File: config.mk
export PLATFORM = sky130hd
export DESIGN_NAME = sao_apply_one_block
export DESIGN_NICKNAME = d
export VERILOG_FILES = /design/src/rtl/sao_apply_one_block.sv
export SDC_FILE = /design/constraint.sdc
export NUM_CORES = 1
export LEC_CHECK = 0
export CORE_UTILIZATION = 30
export DETAILED_ROUTE_END_ITERATION = 6
export MAX_ROUTING_LAYER = met4
export SYNTH_ARGS = -nofsm -noshare
export SYNTH_HDL_FRONTEND = slang
export SYNTH_SLANG_ARGS = --single-unit
File: constraint.sdc
create_clock -name clk -period 9 [get_ports clk]
set_input_delay 1.8 -clock clk [delete_from_list [all_inputs] [get_ports clk]]
set_output_delay 1.8 -clock clk [all_outputs]
set_load 0.03 [all_outputs]
File: src/rtl/sao_apply_one_block.sv
// SAO apply for a 4x4 block, one 4-sample row per beat, 2-stage valid/ready pipeline.
// Define SAO_BAND_OFFSET_EN to support band offset (type 2); otherwise type 2 passes samples through.
module sao_apply_one_block #(
   parameter int bit_depth = 8
) (
   input  logic                          clk,
   input  logic                          rst_n,
   input  logic                          cfg_valid,
   output logic                          cfg_ready,
   input  logic [1:0]                    cfg_type,
   input  logic [3:0][4:0]               cfg_offset,
   input  logic [4:0]                    cfg_band_pos,
   input  logic                          in_valid,
   output logic                          in_ready,
   input  logic [3:0][bit_depth-1:0]     rec_l,
   input  logic [3:0][bit_depth-1:0]     rec_m,
   input  logic [3:0][bit_depth-1:0]     rec_r,
   output logic                          out_valid,
   input  logic                          out_ready,
   output logic [3:0][bit_depth-1:0]     out_sample,
   output logic                          out_last
);

   logic [1:0]               type_q;
   logic [3:0][4:0]          offset_q;
   logic [1:0]               row_cnt;
   logic                     s1_v;
   logic [3:0][2:0]          s1_code;
   logic [3:0][bit_depth-1:0] s1_m;
   logic                     s1_last;
   logic [3:0][2:0]          cat_code;
   logic                     s2_adv;
   logic                     cfg_load;
   logic                     in_fire;

   // Codes: 0 = no offset, 1..4 select cfg_offset[0..3]
   function automatic logic [2:0] eo_code(input logic [bit_depth-1:0] l,
                                          input logic [bit_depth-1:0] m,
                                          input logic [bit_depth-1:0] r);
      int s;
      s = 0;
      if (m > l) s = s + 1;
      else if (m < l) s = s - 1;
      if (m > r) s = s + 1;
      else if (m < r) s = s - 1;
      case (s)
         -2:      eo_code = 3'd1;
         -1:      eo_code = 3'd2;
         1:       eo_code = 3'd3;
         2:       eo_code = 3'd4;
         default: eo_code = 3'd0;
      endcase
   endfunction

   function automatic logic [bit_depth-1:0] clip_add(input logic [bit_depth-1:0] m,
                                                     input logic [2:0] code,
                                                     input logic [3:0][4:0] offs);
      logic [4:0]           off;
      logic [bit_depth+1:0] sum;
      case (code)
         3'd1:    off = offs[0];
         3'd2:    off = offs[1];
         3'd3:    off = offs[2];
         3'd4:    off = offs[3];
         default: off = 5'd0;
      endcase
      sum = {2'b00, m} + {{(bit_depth-3){off[4]}}, off};
      if (sum[bit_depth+1]) clip_add = '0;
      else if (sum[bit_depth]) clip_add = '1;
      else clip_add = sum[bit_depth-1:0];
   endfunction

`ifdef SAO_BAND_OFFSET_EN
   logic [4:0] band_pos_q;

   // Band index is taken modulo 32, so band_pos near 31 wraps onto bands 0,1,...
   function automatic logic [2:0] bo_code(input logic [bit_depth-1:0] m,
                                          input logic [4:0] pos);
      logic [4:0] idx;
      idx = m[bit_depth-1 -: 5] - pos;
      bo_code = (idx < 5'd4) ? ({1'b0, idx[1:0]} + 3'd1) : 3'd0;
   endfunction

   always_ff @(posedge clk or negedge rst_n) begin
      if (!rst_n) begin
         band_pos_q <= 5'd0;
      end else if (cfg_load) begin
         band_pos_q <= cfg_band_pos;
      end
   end
`else
   logic unused_band_pos;
   assign unused_band_pos = ^cfg_band_pos;
`endif

   // Config only loads into an idle pipeline at a block boundary and beats yield to it
   assign s2_adv    = !out_valid || out_ready;
   assign cfg_ready = !s1_v && !out_valid && (row_cnt == 2'd0);
   assign cfg_load  = cfg_valid && cfg_ready;
   assign in_ready  = (!s1_v || s2_adv) && !cfg_load;
   assign in_fire   = in_valid && in_ready;

   always_comb begin
      for (int i = 0; i < 4; i++) begin
         cat_code[i] = 3'd0;
         if (type_q == 2'd1) begin
            cat_code[i] = eo_code(rec_l[i], rec_m[i], rec_r[i]);
         end
`ifdef SAO_BAND_OFFSET_EN
         else if (type_q == 2'd2) begin
            cat_code[i] = bo_code(rec_m[i], band_pos_q);
         end
`endif
      end
   end

   always_ff @(posedge clk or negedge rst_n) begin
      if (!rst_n) begin
         type_q   <= 2'd0;
         offset_q <= '0;
      end else if (cfg_load) begin
         type_q   <= cfg_type;
         offset_q <= cfg_offset;
      end
   end

   always_ff @(posedge clk or negedge rst_n) begin
      if (!rst_n) begin
         row_cnt <= 2'd0;
      end else if (in_fire) begin
         row_cnt <= row_cnt + 2'd1;
      end
   end

   always_ff @(posedge clk or negedge rst_n) begin
      if (!rst_n) begin
         s1_v    <= 1'b0;
         s1_code <= '0;
         s1_m    <= '0;
         s1_last <= 1'b0;
      end else if (!s1_v || s2_adv) begin
         s1_v <= in_fire;
         if (in_fire) begin
            s1_code <= cat_code;
            s1_m    <= rec_m;
            s1_last <= (row_cnt == 2'd3);
         end
      end
   end

   // Output registers only change when downstream can take them, so stalled data stays put
   always_ff @(posedge clk or negedge rst_n) begin
      if (!rst_n) begin
         out_valid  <= 1'b0;
         out_sample <= '0;
         out_last   <= 1'b0;
      end else if (s2_adv) begin
         out_valid <= s1_v;
         if (s1_v) begin
            for (int i = 0; i < 4; i++) begin
               out_sample[i] <= clip_add(s1_m[i], s1_code[i], offset_q);
            end
            out_last <= s1_last;
         end
      end
   end

endmodule

**After elaboration in Yosys (flattened, before gate mapping)**

Index checks and enable logic that the tools add are counted.

- Magnitude comparators: 16
- Multiplexer cells: 52
- Equality and inequality tests: 34
- Reduce and logical (&&, ||, !) cells: 13
- Add/subtract/negate cells: 13

Operator list:

| cell | count |
|---|---|
| $mux 32 | 24 |
| $eq 32x32->1 const B | 8 |
| $add 32x2->32 const B | 4 |
| $eq 32x1->1 const B | 4 |
| $eq 32x2->1 const B | 4 |
| $sub 32x2->32 const B | 4 |
| $pmux 5 s4 | 4 |
| $gt 8x8->1 | 8 |
| $lt 8x8->1 | 8 |
| $mux 8 | 8 |
| $pmux 3 s4 | 4 |
| $add 9x5->10 | 4 |
| $mux 5 | 8 |
| $eq 3x2->1 const B | 8 |
| $eq 3x1->1 const B | 4 |
| $eq 3x3->1 const B | 4 |
| $mux 3 | 4 |
| $logic_and 1x1->1 | 5 |
| $reduce_and 2->1 | 2 |
| $logic_not 1->1 | 3 |
| $add 2x1->2 const B | 1 |
| $eq 2x1->1 const B | 1 |
| $eq 2x2->1 const B | 1 |
| $logic_not 2->1 | 1 |
| $logic_or 1x1->1 | 2 |

- Register bits after elaboration: 104
- Input port bits: 128
- Output and inout port bits: 36
- Logic and storage cells: 150

**Depth between registers and ports, before layout**

- Depth in word-level cells: 11
- Depth in mapped cells: 12
- Gate-level depth less buffers: 11

**Least setup slack after synthesis**

No wires, ideal clock.

- Kind: input to output
- From: in cfg_valid
- To: out in_ready
- Required time: 7.200 ns
- Path slack: 4.402 ns
- Cell stages on the path: 4
- Arrival time: 2.798 ns
- Path buffers: 2
- Path through: and2_1 > buf_2 > clkbuf_1 > a21oi_1

- Cells in the longest elaborated chain, start to end: 3

RTL lines:

| item | line | RTL |
|---|---|---|
| start, declared | 8 | `input logic cfg_valid,` |
| $logic_and 1x1->1 | 99 | `assign cfg_load = cfg_valid && cfg_ready;` |
| $logic_not 1->1 | 100 | `assign in_ready = (!s1_v \|\| s2_adv) && !cfg_load;` |
| $logic_and 1x1->1 | 100 |  |
| end, declared | 14 | `output logic in_ready,` |

Every way passes these cells.

**Worst setup path after layout**

Same ends and word-level chain as after synthesis.

==> results.txt <==
vias in the first global route: 6537
Tightest Pin Transition: 1.14 ns
gr ovfl total: 0
Finish-stage setup viols: 0
Hold Fails Final Rpt: 0
cell count after synthesis: 875
CP required: 7.20 ns
critical path class: input port to primary output
Syn Area/Cell: 9.11 sq um
layout cells sized above 1: 0.0798
initial antenna violation count: 0
clock sink count: 104
CTS Buffer Depth: 2
Tmin final: 5.63 ns
Crit-path slowest cell: and2_1
CP top delay family: buffers and inverters
number of flops mapped to enable cells by yosys: 0
syn nets: 1109
WP buf/inv: 2
arrival time at the worst endpoint: 3.83 ns
Netlist cell types: 43
origin of the worst setup path: cfg_valid
PD cells: 220 nW/um^2
crit-path max FO: 24
most frequent cells in the layout: clkdlybuf4s50_1, dfrtp_1, ha_1
Seq/Total Area, Yosys: 0.327
R2R Path End: s1_code[8]
fmax: 178 MHz
DRC viols: 0
CTS clk-pin slew, worst paths: 0.08 ns
setup TNS: 0 ns
Root Buffer Master: clkbuf_16
reg2reg path depth: 8
pins over their slew limit: 0
drt via density: 4.96
Lkg Pwr: 4.61 nW
CTS tree: built
asr flop ratio synth: 1.00
Area Overhead vs Synth: 28.0%
post-DP HPWL: 16.0 mm
first-pass GRT wire length: 32.5 mm
Routed Antenna Nets: 0
Post-Syn Area: 7970 sq um
die height: 165 um
H-tree level count: 3
most common library cell in the layout ignoring fill and taps: clkdlybuf4s50_1
GPL Wtd Cong: 0.819
Fin Clk Skew: 0.0110 ns
most frequently used flop master after synthesis: dfrtp_1
CP cell instances: clkdlybuf4s50_1 > and2_1 > a21oi_1 > clkdlybuf4s50_1
critical path depth in cells: 4
DRT Pass-1 Iters: 5
VDD IR max: 0.000142 V
status: completed
startpoint types: input port
Placed Cells incl. Taps: 1347
Setup crit end: in_ready
die boundary width: 165 um
# IOs: 164
Setup Buffers After CTS: 0
hold path depth: 2
largest net degree at the start of global routing: 60
r2r startpoint: row_cnt[0]
Cell Count, Final, Fillers Out: 1363
slew margin rel.: 0.238
RSZ-0062 raised after global routing: no
register bit total from synthesis: 104
I/O Buffers: 158
crit end category: primary output
Final period util: 0.626
Num CTS Buffers: 9
Starting Density: 0.306
Vias: 6764
Skew-Pair Late Insertion Delay: 0.37 ns
hold buffer count at CTS: 0
gr usage total: 0.158
FP Rows: 59
drt wl/cell: 14.6 um
slowest stage delay, CP: 0.87 ns
Diodes inserted: 0
initial DRC count: 309
R2R setup slack: 5.37 ns
core region area: 26100 sq um
Max-Cap Viols: 0
detailed-route wire length: 19.9 mm
Resized cells post-CTS: 0
hold crit path type: flip-flop to flip-flop
Crit path top cell by count: clkdlybuf4s50_1
die footprint: 27200 sq um
Nets: 1257
Synth warnings: 0
-- cell families after synthesis --
group | share of synthesized area
simple gates | 0.130
fa+ha+maj | 0.170
flops | 0.327
mux | 0.107
buf+inv | 0.0479
xor+xnor | 0.0407
compound gates | 0.178
-- how the worst min path moves through the flow --
stage | from | to | slack (ns)
global placement | s1_last | out_last | 0.45
finish | s1_last | out_last | 0.47
floorplan | s1_last | out_last | 0.43
global route | s1_last | out_last | 0.48
detailed placement | s1_last | out_last | 0.46
CTS | s1_last | out_last | 0.48
-- layer usage --
| layer | GRT usage | part of all wire | routed length (um) | vias to the layer above |
|---|---|---|---|---|
| met3 | 0.0203 | 0.035 | 690 | 15 |
| met5 | - | 0 | 0 | - |
| li1 | - | - | - | 3441 |
| met4 | 0.0450 | 0.012 | 233 | 0 |
| met2 | 0.253 | 0.46 | 9240 | 139 |
| met1 | 0.206 | 0.49 | 9740 | 3169 |
-- worst reg2reg max path, stage by stage, from the launching register on --
cell and delay (ns):
dfrtp_1 0.39, inv_1 0.06, ha_1 0.19, nor3b_1 0.14, and2_1 0.53, nand3b_4 0.80
or3b_4 0.78, or4_1 0.56, o21ai_1 0.12
-- stage by stage --
stage | setup WS (ns) | hold slack, ns | util | area [sq um] | power, mW
2_1_floorplan | 4.40 | 0.433 | - | 7970 | 1.44
3_3_place_gp | 3.34 | 0.448 | 0.380 | 9890 | 1.83
3_5_place_dp | 3.35 | 0.463 | 0.380 | 9890 | 1.85
4_1_cts | 3.33 | 0.477 | 0.392 | 10200 | 2.27
5_1_grt | 3.22 | 0.481 | 0.392 | 10200 | 2.42
6_report | 3.37 | 0.475 | 0.392 | 10200 | 2.25
-- state kept, by name, indices dropped and copies added (netlist names) --
name / cells
out_sample: 32
s1_m: 32
offset_q: 20
s1_code: 12
row_cnt: 2
type_q: 2
out_last: 1
out_valid: 1
s1_last: 1
s1_v: 1
-- where the power goes --
group	internal (mW)	switching (mW)
clock	0.222	0.196
combinational	0.480	0.554
sequential	0.629	0.166
total	1.33	0.915
-- layout make-up --
type	count	area, sq um
flip-flops and latches	104	2600
repair buffers	160	1590
well taps	335	419
clock inverters	7	83.8
multi-input cells	670	4980
clock buffers	9	225
inverters	78	293
fillers	2652	15900
-- synth_stat cells (all sizes together), types with 6 or more instances --
cell | count | area share
a221o | 9 | 0.011
nand2 | 93 | 0.044
a22oi | 17 | 0.016
o211ai | 14 | 0.013
and3 | 6 | 0.0047
ha | 102 | 0.16
nor2b | 9 | 0.0071
a211oi | 9 | 0.0085
a21o | 14 | 0.013
o31ai | 11 | 0.010
a21oi | 60 | 0.038
nor3 | 13 | 0.0082
o21a | 8 | 0.0075
nand3b | 7 | 0.0082
o21ai | 63 | 0.040
and2 | 6 | 0.0047
mux2i | 20 | 0.025
nand2b | 7 | 0.0055
nor4 | 7 | 0.0055
o22ai | 19 | 0.015
nor2 | 49 | 0.023
clkbuf | 20 | 0.0094
mux2 | 58 | 0.082
xor2 | 16 | 0.018
dfrtp | 104 | 0.33
xnor2 | 21 | 0.023
or4 | 6 | 0.0057
inv | 78 | 0.037
Power figures use the tool's default switching activity.
